$ cat config.mk
export PLATFORM = sky130hd
export DESIGN_NAME = iccm_loader_flat
export DESIGN_NICKNAME = d
export VERILOG_FILES = /design/src/rtl/core_pkg.sv /design/src/rtl/iccm_loader_if.sv /design/src/rtl/iccm_burst_calc.sv /design/src/rtl/iccm_loader.sv /design/src/flat_wrapper.sv
export SDC_FILE = /design/constraint.sdc
export NUM_CORES = 1
export LEC_CHECK = 0
export CORE_MARGIN = 2
export CORE_UTILIZATION = 41
export DETAILED_ROUTE_END_ITERATION = 10
export GPL_ROUTABILITY_DRIVEN = 0
export MAX_ROUTING_LAYER = met4
export PLACE_DENSITY = 0.74
export SKIP_CTS_REPAIR_TIMING = 1
export SLEW_MARGIN = 20
export SYNTH_ARGS = -nofsm -noshare
export SYNTH_HDL_FRONTEND = slang
export SYNTH_HIERARCHICAL = 1
export SYNTH_SLANG_ARGS = --single-unit
$ cat constraint.sdc
create_clock -name clk -period 4.1 [get_ports clk]
set_input_delay 0.82 -clock clk [delete_from_list [all_inputs] [get_ports clk]]
set_output_delay 0.82 -clock clk [all_outputs]
set_load 0.03 [all_outputs]
$ cat src/rtl/core_pkg.sv
// Shared AXI constants and loader state encoding.
package core_pkg;

  localparam logic [1:0] AXI_BURST_INCR = 2'b01;
  localparam logic [2:0] AXI_SIZE_4B    = 3'b010;
  localparam logic [1:0] AXI_RESP_OKAY  = 2'b00;

  typedef enum logic [1:0] {
    ST_IDLE,
    ST_AW,
    ST_W,
    ST_B
  } iccm_loader_state_t;

endpackage

$ cat src/rtl/iccm_loader_if.sv
// AXI4 write-channel bundle between the loader (master) and the ICCM (slave).
interface iccm_loader_if #(
  parameter int ADDR_W = 32,
  parameter int ID_W   = 4
);
  logic [ADDR_W-1:0] s_axi_awaddr;
  logic [1:0]        s_axi_awburst;
  logic [ID_W-1:0]   s_axi_awid;
  logic [7:0]        s_axi_awlen;
  logic [2:0]        s_axi_awsize;
  logic              s_axi_awvalid;
  logic              s_axi_awready;
  logic [31:0]       s_axi_wdata;
  logic [3:0]        s_axi_wstrb;
  logic              s_axi_wlast;
  logic              s_axi_wvalid;
  logic              s_axi_wready;
  logic [ID_W-1:0]   s_axi_bid;
  logic [1:0]        s_axi_bresp;
  logic              s_axi_bvalid;
  logic              s_axi_bready;

  modport master (
    output s_axi_awaddr, s_axi_awburst, s_axi_awid, s_axi_awlen, s_axi_awsize, s_axi_awvalid,
    input  s_axi_awready,
    output s_axi_wdata, s_axi_wstrb, s_axi_wlast, s_axi_wvalid,
    input  s_axi_wready,
    input  s_axi_bid, s_axi_bresp, s_axi_bvalid,
    output s_axi_bready
  );

  modport slave (
    input  s_axi_awaddr, s_axi_awburst, s_axi_awid, s_axi_awlen, s_axi_awsize, s_axi_awvalid,
    output s_axi_awready,
    input  s_axi_wdata, s_axi_wstrb, s_axi_wlast, s_axi_wvalid,
    output s_axi_wready,
    output s_axi_bid, s_axi_bresp, s_axi_bvalid,
    input  s_axi_bready
  );
endinterface

$ cat src/rtl/iccm_burst_calc.sv
// Burst length: min(remaining words, MAX_BURST, words left in the current 4 KB page).
module iccm_burst_calc #(
  parameter int MAX_BURST = 16
) (
  input  logic [9:0]  word_off_i,
  input  logic [15:0] remaining_i,
  output logic [8:0]  beats_o
);
  localparam logic [16:0] MAX_L = 17'(MAX_BURST);

  logic [16:0] room;
  logic [16:0] m;

  // Clamp the remaining count by the burst cap and the distance to the page end.
  always_comb begin
    room = 17'd1024 - {7'd0, word_off_i};
    m    = {1'b0, remaining_i};
    if (m > MAX_L) m = MAX_L;
    if (m > room)  m = room;
    beats_o = m[8:0];
  end
endmodule

$ cat src/rtl/iccm_loader.sv
// Boot-time ICCM image loader: packs a word stream into 4 KB-safe AXI INCR
// bursts, checks every write response and holds the core until success.
module iccm_loader
  import core_pkg::*;
#(
  parameter int ADDR_W    = 32,
  parameter int ID_W      = 4,
  parameter int MAX_BURST = 16,
  parameter int AXI_ID    = 0
) (
  input  logic              clk,
  input  logic              reset,
  input  logic              start,
  input  logic [ADDR_W-1:0] base_addr,
  input  logic [15:0]       word_count,
  input  logic [31:0]       src_data,
  input  logic              src_valid,
  output logic              src_ready,
  output logic              busy,
  output logic              done,
  output logic              error,
  output logic              core_hold,
  iccm_loader_if.master     axi
);
  localparam logic [ID_W-1:0] AWID = ID_W'(AXI_ID);

  iccm_loader_state_t state_q, state_d;
  logic [ADDR_W-1:0]  addr_q, addr_d;
  logic [15:0]        rem_q, rem_d;
  logic [8:0]         cnt_q, cnt_d;
  logic               done_q, done_d;
  logic               error_q, error_d;
  logic               hold_q, hold_d;
  logic [8:0]         beats;
  logic [8:0]         len_m1;
  logic               unused_bits;

  assign unused_bits = ^{axi.s_axi_bid, base_addr[1:0]};

  iccm_burst_calc #(.MAX_BURST(MAX_BURST)) u_calc (
    .word_off_i  (addr_q[11:2]),
    .remaining_i (rem_q),
    .beats_o     (beats)
  );

  assign len_m1    = beats - 9'd1;
  assign busy      = (state_q != ST_IDLE);
  assign done      = done_q;
  assign error     = error_q;
  assign core_hold = hold_q;

  // State and bookkeeping registers; reset abandons any load in flight.
  always_ff @(posedge clk or posedge reset) begin
    if (reset) begin
      state_q <= ST_IDLE;
      addr_q  <= '0;
      rem_q   <= '0;
      cnt_q   <= '0;
      done_q  <= 1'b0;
      error_q <= 1'b0;
      hold_q  <= 1'b1;
    end else begin
      state_q <= state_d;
      addr_q  <= addr_d;
      rem_q   <= rem_d;
      cnt_q   <= cnt_d;
      done_q  <= done_d;
      error_q <= error_d;
      hold_q  <= hold_d;
    end
  end

  // Next-state and AXI channel drive; addr advances one word per accepted beat,
  // which leaves it at addr + 4*beats once the burst completes.
  always_comb begin
    state_d = state_q;
    addr_d  = addr_q;
    rem_d   = rem_q;
    cnt_d   = cnt_q;
    done_d  = 1'b0;
    error_d = error_q;
    hold_d  = hold_q;

    axi.s_axi_awaddr  = addr_q;
    axi.s_axi_awburst = AXI_BURST_INCR;
    axi.s_axi_awid    = AWID;
    axi.s_axi_awlen   = 8'd0;
    axi.s_axi_awsize  = AXI_SIZE_4B;
    axi.s_axi_awvalid = 1'b0;
    axi.s_axi_wdata   = src_data;
    axi.s_axi_wstrb   = 4'hF;
    axi.s_axi_wlast   = 1'b0;
    axi.s_axi_wvalid  = 1'b0;
    axi.s_axi_bready  = 1'b0;
    src_ready         = 1'b0;

    case (state_q)
      ST_IDLE: begin
        if (start) begin
          error_d = 1'b0;
          if (word_count != 16'd0) begin
            addr_d  = {base_addr[ADDR_W-1:2], 2'b00};
            rem_d   = word_count;
            state_d = ST_AW;
          end else begin
            done_d = 1'b1;
            hold_d = 1'b0;
          end
        end
      end
      ST_AW: begin
        axi.s_axi_awvalid = 1'b1;
        axi.s_axi_awlen   = len_m1[7:0];
        if (axi.s_axi_awready) begin
          cnt_d   = beats;
          state_d = ST_W;
        end
      end
      ST_W: begin
        axi.s_axi_wvalid = src_valid;
        axi.s_axi_wlast  = (cnt_q == 9'd1);
        src_ready        = axi.s_axi_wready;
        if (src_valid && axi.s_axi_wready) begin
          cnt_d  = cnt_q - 9'd1;
          rem_d  = rem_q - 16'd1;
          addr_d = addr_q + ADDR_W'(4);
          if (cnt_q == 9'd1) state_d = ST_B;
        end
      end
      ST_B: begin
        axi.s_axi_bready = 1'b1;
        if (axi.s_axi_bvalid) begin
          if (axi.s_axi_bresp != AXI_RESP_OKAY) begin
            error_d = 1'b1;
            done_d  = 1'b1;
            state_d = ST_IDLE;
          end else if (rem_q != 16'd0) begin
            state_d = ST_AW;
          end else begin
            done_d  = 1'b1;
            hold_d  = 1'b0;
            state_d = ST_IDLE;
          end
        end
      end
      default: state_d = ST_IDLE;
    endcase
  end
endmodule

$ cat src/flat_wrapper.sv
// flat-port wrapper written by rule: the top's interface ports become plain ports
module iccm_loader_flat import core_pkg::*;
#(
  parameter int ADDR_W    = 32,
  parameter int ID_W      = 4,
  parameter int MAX_BURST = 16,
  parameter int AXI_ID    = 0
)
  (clk, reset, start, base_addr, word_count, src_data, src_valid, src_ready, busy, done, error, core_hold, axi_s_axi_awaddr, axi_s_axi_awburst, axi_s_axi_awid, axi_s_axi_awlen, axi_s_axi_awsize, axi_s_axi_awvalid, axi_s_axi_awready, axi_s_axi_wdata, axi_s_axi_wstrb, axi_s_axi_wlast, axi_s_axi_wvalid, axi_s_axi_wready, axi_s_axi_bid, axi_s_axi_bresp, axi_s_axi_bvalid, axi_s_axi_bready);
  iccm_loader_if #(.ADDR_W(ADDR_W), .ID_W(ID_W)) axi_i ();
  input  logic clk;
  input  logic reset;
  input  logic start;
  input  logic [ADDR_W-1:0] base_addr;
  input  logic [15:0] word_count;
  input  logic [31:0] src_data;
  input  logic src_valid;
  output logic src_ready;
  output logic busy;
  output logic done;
  output logic error;
  output logic core_hold;
  output wire logic [$bits(axi_i.s_axi_awaddr)-1:0] axi_s_axi_awaddr;
  output wire logic [$bits(axi_i.s_axi_awburst)-1:0] axi_s_axi_awburst;
  output wire logic [$bits(axi_i.s_axi_awid)-1:0] axi_s_axi_awid;
  output wire logic [$bits(axi_i.s_axi_awlen)-1:0] axi_s_axi_awlen;
  output wire logic [$bits(axi_i.s_axi_awsize)-1:0] axi_s_axi_awsize;
  output wire logic [$bits(axi_i.s_axi_awvalid)-1:0] axi_s_axi_awvalid;
  input wire logic [$bits(axi_i.s_axi_awready)-1:0] axi_s_axi_awready;
  output wire logic [$bits(axi_i.s_axi_wdata)-1:0] axi_s_axi_wdata;
  output wire logic [$bits(axi_i.s_axi_wstrb)-1:0] axi_s_axi_wstrb;
  output wire logic [$bits(axi_i.s_axi_wlast)-1:0] axi_s_axi_wlast;
  output wire logic [$bits(axi_i.s_axi_wvalid)-1:0] axi_s_axi_wvalid;
  input wire logic [$bits(axi_i.s_axi_wready)-1:0] axi_s_axi_wready;
  input wire logic [$bits(axi_i.s_axi_bid)-1:0] axi_s_axi_bid;
  input wire logic [$bits(axi_i.s_axi_bresp)-1:0] axi_s_axi_bresp;
  input wire logic [$bits(axi_i.s_axi_bvalid)-1:0] axi_s_axi_bvalid;
  output wire logic [$bits(axi_i.s_axi_bready)-1:0] axi_s_axi_bready;
  assign axi_s_axi_awaddr = axi_i.s_axi_awaddr;
  assign axi_s_axi_awburst = axi_i.s_axi_awburst;
  assign axi_s_axi_awid = axi_i.s_axi_awid;
  assign axi_s_axi_awlen = axi_i.s_axi_awlen;
  assign axi_s_axi_awsize = axi_i.s_axi_awsize;
  assign axi_s_axi_awvalid = axi_i.s_axi_awvalid;
  assign axi_i.s_axi_awready = axi_s_axi_awready;
  assign axi_s_axi_wdata = axi_i.s_axi_wdata;
  assign axi_s_axi_wstrb = axi_i.s_axi_wstrb;
  assign axi_s_axi_wlast = axi_i.s_axi_wlast;
  assign axi_s_axi_wvalid = axi_i.s_axi_wvalid;
  assign axi_i.s_axi_wready = axi_s_axi_wready;
  assign axi_i.s_axi_bid = axi_s_axi_bid;
  assign axi_i.s_axi_bresp = axi_s_axi_bresp;
  assign axi_i.s_axi_bvalid = axi_s_axi_bvalid;
  assign axi_s_axi_bready = axi_i.s_axi_bready;
  iccm_loader #(.ADDR_W(ADDR_W), .ID_W(ID_W), .MAX_BURST(MAX_BURST), .AXI_ID(AXI_ID)) u_core (.clk(clk), .reset(reset), .start(start), .base_addr(base_addr), .word_count(word_count), .src_data(src_data), .src_valid(src_valid), .src_ready(src_ready), .busy(busy), .done(done), .error(error), .core_hold(core_hold), .axi(axi_i));
endmodule
# ---- Yosys cells after proc, flatten, opt, wreduce, memory -nomap -nowiden
# Index checks and enable logic that the tools add are counted.
dict set report classes {
  n_lt_le_gt_ge 2
  reduce_logical 14
  mul 0
  bitwise 0
  n_addsub 5
  eq_ne 14
  shift 0
  n_mux 44
  n_div 0
}
# op n
set ops {}
lappend ops {{$mux W32} 3}
lappend ops {{$mux W16} 4}
lappend ops {{$pmux W32 S2} 1}
lappend ops {{$add A32 B3 Y32 const B} 1}
lappend ops {{$pmux W16 S2} 1}
lappend ops {{$reduce_bool A16 Y1} 2}
lappend ops {{$mux W9} 3}
lappend ops {{$mux W1} 19}
lappend ops {{$pmux W9 S2} 1}
lappend ops {{$gt A16 B17 Y1} 1}
lappend ops {{$gt A16 B5 Y1 const B} 1}
lappend ops {{$sub A16 B1 Y16 const B} 1}
lappend ops {{$mux W2} 7}
lappend ops {{$ne A2 B2 Y1 const B} 6}
lappend ops {{$reduce_and A6 Y1} 2}
lappend ops {{$sub A11 B10 Y12 const A} 1}
lappend ops {{$reduce_bool A2 Y1} 5}
lappend ops {{$eq A9 B1 Y1 const B} 1}
lappend ops {{$sub A9 B1 Y9 const B} 1}
lappend ops {{$mux W8} 1}
lappend ops {{$ne A2 B1 Y1 const B} 4}
lappend ops {{$pmux W2 S4} 1}
lappend ops {{$reduce_and A4 Y1} 2}
lappend ops {{$sub A8 B1 Y8 const B} 1}
lappend ops {{6 further kinds} 9}
dict set report totals {
  output_inout_bits 94
  word_cells 86
  mem_count 0
  ramBits 0
  latchBits 0
  reg_bits 62
  in_bits 93
  rom_bits 0
}

# ---- Logic depth before layout (Yosys ltp)
dict set report logic_depth {
  ltp_word 6
  mapped_depth 16
  depth_no_buf 15
}

# ---- Cells and area by module
# The synthesis kept the hierarchy.
# mod n_inst cells_per_inst seq_area_each_um2 area_each_um2
set by_module_without_submodules {}
lappend by_module_without_submodules {iccm_loader 1 537 1502.7 4367.9}
lappend by_module_without_submodules {iccm_burst_calc 1 75 0.0 539.3}

# ---- Worst setup path after synthesis
# Ideal clock, no wire load.
dict set report synth_timing {
  kind {flip-flop to output port}
  from {register u_core.addr_q[2] (netlist: u_core/axi.s_axi_awaddr[2])}
  to {output port axi_s_axi_awlen[7]}
  required_ps 3280
  path_buffers 0
  arrival_time_ps 3684
  path_slack_ps -404
  path_stages_with_launch 15
  cell_sequence {dfrtp_1 > inv_1 > ha_1 > nor3b_1 > xor2_1 > ha_1 > nand4_1 > or3_2 > o21ai_2 > mux2_4 > nor3_1 > nand2_1 > nor3_1 > xor2_1 > and2_1}
}
dict set report synth_between {
  elab_chain_len 5
}
# element line
set synth_lines {}
lappend synth_lines {{from (decl)} iccm_loader.sv:28} ;# logic [ADDR_W-1:0] addr_q, addr_d;
lappend synth_lines {{from (signal assigned)} iccm_loader.sv:64} ;# addr_q <= addr_d;
lappend synth_lines {{$sub A11 B10 Y12 *} iccm_burst_calc.sv:16} ;# room = 17'd1024 - {7'd0, word_off_i};
lappend synth_lines {{$gt A16 B17 Y1} iccm_burst_calc.sv:19} ;# if (m > room) m = room;
lappend synth_lines {{$mux W9 *} iccm_burst_calc.sv:19}
lappend synth_lines {{named net u_core.beats[1]} iccm_loader.sv:34} ;# logic [8:0] beats;
lappend synth_lines {{$sub A8 B1 Y8 *} iccm_loader.sv:46} ;# assign len_m1 = beats - 9'd1;
lappend synth_lines {{$mux W8 *} iccm_loader.sv:97} ;# case (state_q)
lappend synth_lines {{to (decl)} flat_wrapper.sv:26} ;# output wire logic [$bits(axi_i.s_axi_awlen)-1:0] axi_s_axi_awlen;
# Mark *: on every way through the listed nets, which the timed path passes. The rest lies on a longest branch.

# ---- Final worst setup path
dict set report layout_timing {
  from {register u_core.rem_q[14]}
  to {output port axi_s_axi_awlen[7]}
}
dict set report layout_between {
  elab_chain_len 6
}
# element line
set layout_lines {}
lappend layout_lines {{from (decl)} iccm_loader.sv:29} ;# logic [15:0] rem_q, rem_d;
lappend layout_lines {{from (signal assigned)} iccm_loader.sv:65} ;# rem_q <= rem_d;
lappend layout_lines {{$gt A16 B5 Y1} iccm_burst_calc.sv:18} ;# if (m > MAX_L) m = MAX_L;
lappend layout_lines {{$mux W16 *} iccm_burst_calc.sv:18}
lappend layout_lines {{$gt A16 B17 Y1} iccm_burst_calc.sv:19}
lappend layout_lines {{$mux W9 *} iccm_burst_calc.sv:19}
lappend layout_lines {{named net u_core.beats[1]} iccm_loader.sv:34}
lappend layout_lines {{$sub A8 B1 Y8 *} iccm_loader.sv:46}
lappend layout_lines {{$mux W8 *} iccm_loader.sv:97}
# Marked as above.

==> flow_summary.json <==
{
  "skew_ns": 0.00783,
  "status": "finished with violations",
  "hp-class": "flop to flop",
  "synth_cell_types": 71,
  "drv_slew": 0,
  "dr.pass1.iters": 5,
  "wirelength_um": 15200,
  "cts.clk_slew.worst_paths_ns": 0.06,
  "crit_fanout": 6,
  "cp-end-kind": "primary output",
  "first_iter_violations": 431,
  "nNetsFinal": 838,
  "p_int_mw": 2.98,
  "vdd_drop_max_uv": 394,
  "worstPathRequired_ns": 3.28,
  "total_power_mw": 5.61,
  "drtAntennaViolNets": 0,
  "stdcell_count": 872,
  "start_util_pct": 42.4,
  "cp.arrival_ns": 3.78,
  "grt_pass1_vias": 4954,
  "cap_violations": 0,
  "drc_errors": 0,
  "seqPwrFrac_pct": 20.9,
  "yosys-top-cells-area": "dfrtp_1, buf_4, ha_1, a21oi_1, nand2_1",
  "ios": 187,
  "fp.dieH_um": 113,
  "synth_edf_count": 0,
  "area_growth_pct": 37.9,
  "dp_worst_setup_slack_ns": -0.250,
  "finalSetupViolations": 7,
  "synth_ff_type": "dfrtp_1",
  "tightestPinTransition_ns": 0.817,
  "grt_util_all_layers_pct": 22.7,
  "h-tree-depth": 3,
  "switchingPower_mw": 2.63,
  "overflow": 0,
  "max_slew_margin_pct": 45.3,
  "ys_ff_latch": 60,
  "multi_input_area_um2": 3150,
  "clockRootBuffer": "clkbuf_16",
  "netlist_instances": 612,
  "netSwitchingFraction_pct": 46.9,
  "yosysSeqAreaShare_pct": 30.6,
  "via_per_inst": 5.95,
  "io_buffers": 101,
  "hpwl_um": 10600,
  "fin_tns_setup_ns": -2.75,
  "clk_latency_ns": 0.32,
  "yosys.area.top_type": "dfrtp_1",
  "cts_max_path_buffers": 2,
  "dieWidth_um": 113,
  "rows": 39,
  "period_minus_slack_ns": 4.60,
  "placed_cells": 849,
  "post-route-util_pct": 58.5,
  "diodes": 0,
  "rsz0062_at_grt": "true",
  "start_kind": "flop",
  "violations": "setup timing",
  "fin_ws_ns": -0.504,
  "path_class": "flop to primary output",
  "grt_max_degree": 39,
  "p_clk_share_pct": 13.0,
  "clock.fmax_ghz": 0.217,
  "cts_tree": "built",
  "antenna_found_initial": 0,
  "p_comb_share_pct": 66.1,
  "synth.cell_area_um2": 4910,
  "power_density_nw_per_um2": 830,
  "vias": 5191,
  "syn_area_per_cell_um2": 8.02,
  "async_reset_ff_share_pct": 100,
  "drive_gt1_share_pct": 19.8,
  "regArea_um2": 1510,
  "hold_viol": 0,
  "p_leak_nw": 2.76,
  "clock-sinks": 60,
  "finalCritPeriodShare_pct": 112,
  "cts_buffers": 9,
  "synth_warnings": 6,
  "grt_pass1_wl_um": 23400,
  "die_area_um2": 12900,
  "routedWlPerCell_um": 17.4,
  "nFillCells": 994,
  "yosysTopAreaCellShare_pct": 30.1,
  "core-area_um2": 11600
}
## power by group through the flow
stage                     Clock (mW)  Sequential, mW  Combinational [mW]
after floorplan                    0            1.41                1.82
after global placement             0            1.12                3.29
after detailed placement           0            1.13                3.39
after CTS                      0.739            1.13                3.40
after global routing           0.764            1.21                3.99
final                          0.731            1.17                3.71
## cell usage after synthesis, types with 3 or more instances
library cell	number
nand4_1	14
clkbuf_1	24
o31ai_1	3
nand3_1	22
a31o_2	3
or2_2	3
and2_1	10
and4_1	5
nor3b_1	3
xor2_1	10
o311ai_0	7
dfrtp_1	59
conb_1	3
or4_1	5
buf_4	48
o22a_1	5
o21ai_0	35
or3_1	6
o31a_1	4
nor3_1	17
nand2_1	61
and3_1	10
ha_1	21
o211ai_1	7
o22ai_1	8
a32oi_1	4
nor2_1	39
nand2b_1	4
a21oi_1	52
inv_1	27
mux2i_1	9
a21o_1	6
nor4_1	13
xnor2_1	3
a31oi_1	11
o32ai_1	5
## state kept, by name, indices dropped and copies added, names as in the netlist
register,cells
u_core/state_q,2
u_core/core_hold,1
u_core/done,1
u_core/axi.s_axi_awaddr,30
u_core/error,1
u_core/rem_q,16
u_core/cnt_q,9
## metrics by stage
step                hold slack, ns  area [µm²]
floorplan                    0.465        5020
global placement             0.454        6230
detailed placement           0.450        6230
CTS                          0.459        6510
global route                 0.463        6770
finish                       0.457        6770
## final cells by class
| type | instances | area share, % |
|---|---|---|
| clock buffer | 10 | 3.38 |
| clock inverter | 6 | 0.814 |
| inverter | 27 | 1.50 |
| multi-input combinational | 466 | 46.6 |
| sequential | 60 | 22.3 |
| tap | 143 | 2.64 |
| timing repair buffer | 160 | 22.7 |
## per-layer routing
metal | vias to the layer above | wire [µm] | GRT usage, %
met5 | - | 0 | -
met4 | 0 | 217 | 7.07
met3 | 24 | 1080 | 3.45
met2 | 261 | 7590 | 37.1
met1 | 2492 | 6280 | 29.3
li1 | 2414 | - | -
## critical path: stages (launching register included)
cell and delay, ns:
dfrtp_1 0.40, nor4_4 0.31, and3_4 0.28, nand2_2 0.08
inv_1 0.07, ha_1 0.18, nand4_1 0.16, buf_4 0.18
or3_4 0.39, o21ai_4 0.12, mux2_4 0.36, nor3_4 0.21
nand2_2 0.09, nor3_2 0.16, xor2_1 0.17, and2_4 0.17
buf_12 0.11
## placed cells by master, fill, tap and decap left out, types with 7 or more instances in the layout
cell | Yosys | layout
dfrtp_1 | 59 | 53
nor4_1 | 13 | 10
nand3_1 | 22 | 22
buf_4 | 48 | 58
o311ai_0 | 7 | 7
nor3_1 | 17 | 11
clkdlybuf4s50_1 | 0 | 93
nand2_1 | 61 | 58
o22ai_1 | 8 | 8
nand4_1 | 14 | 14
o211ai_1 | 7 | 7
mux2i_1 | 9 | 7
a21oi_1 | 52 | 51
inv_1 | 27 | 22
buf_12 | 0 | 8
conb_1 | 3 | 21
ha_1 | 21 | 17
a31oi_1 | 11 | 11
xor2_1 | 10 | 7
o21ai_0 | 35 | 35
and3_1 | 10 | 9
nor2_1 | 39 | 39
clkbuf_16 | 0 | 9
## kinds of logic (layout without fill, tap and decap cells)
| kind of cell | Yosys count | in the layout | share of synthesized area [%] |
|---|---|---|---|
| adders and majority gates | 21 | 21 | 5.35 |
| and+or+nand+nor | 223 | 223 | 23.6 |
| DFF | 60 | 60 | 30.6 |
| xor gates and xnor gates | 13 | 13 | 2.32 |
| AOI/OAI and AO/OA | 176 | 176 | 23.6 |
| muxes | 12 | 12 | 2.60 |
| other | 3 | 21 | 0.229 |
| buffers and inverters | 104 | 203 | 11.7 |
## path summary, 6_finish.rpt
path | slack [ns] | startpoint | to | cells past startpoint
setup reg to reg | 0.83 | u_core/rem_q[14] | u_core/cnt_q[4] | 15
max in group asynchronous | 2.32 | reset | u_core/rem_q[11] | 3
min in group asynchronous | 0.87 | reset | u_core/axi.s_axi_awaddr[20] | 2
setup / recovery | -0.50 | u_core/rem_q[14] | axi_s_axi_awlen[7] | 16
hold reg to reg | 0.46 | u_core/core_hold | u_core/core_hold | 1
hold / removal | 0.46 | u_core/core_hold | u_core/core_hold | 1
(Power assumes the default switching activity.)
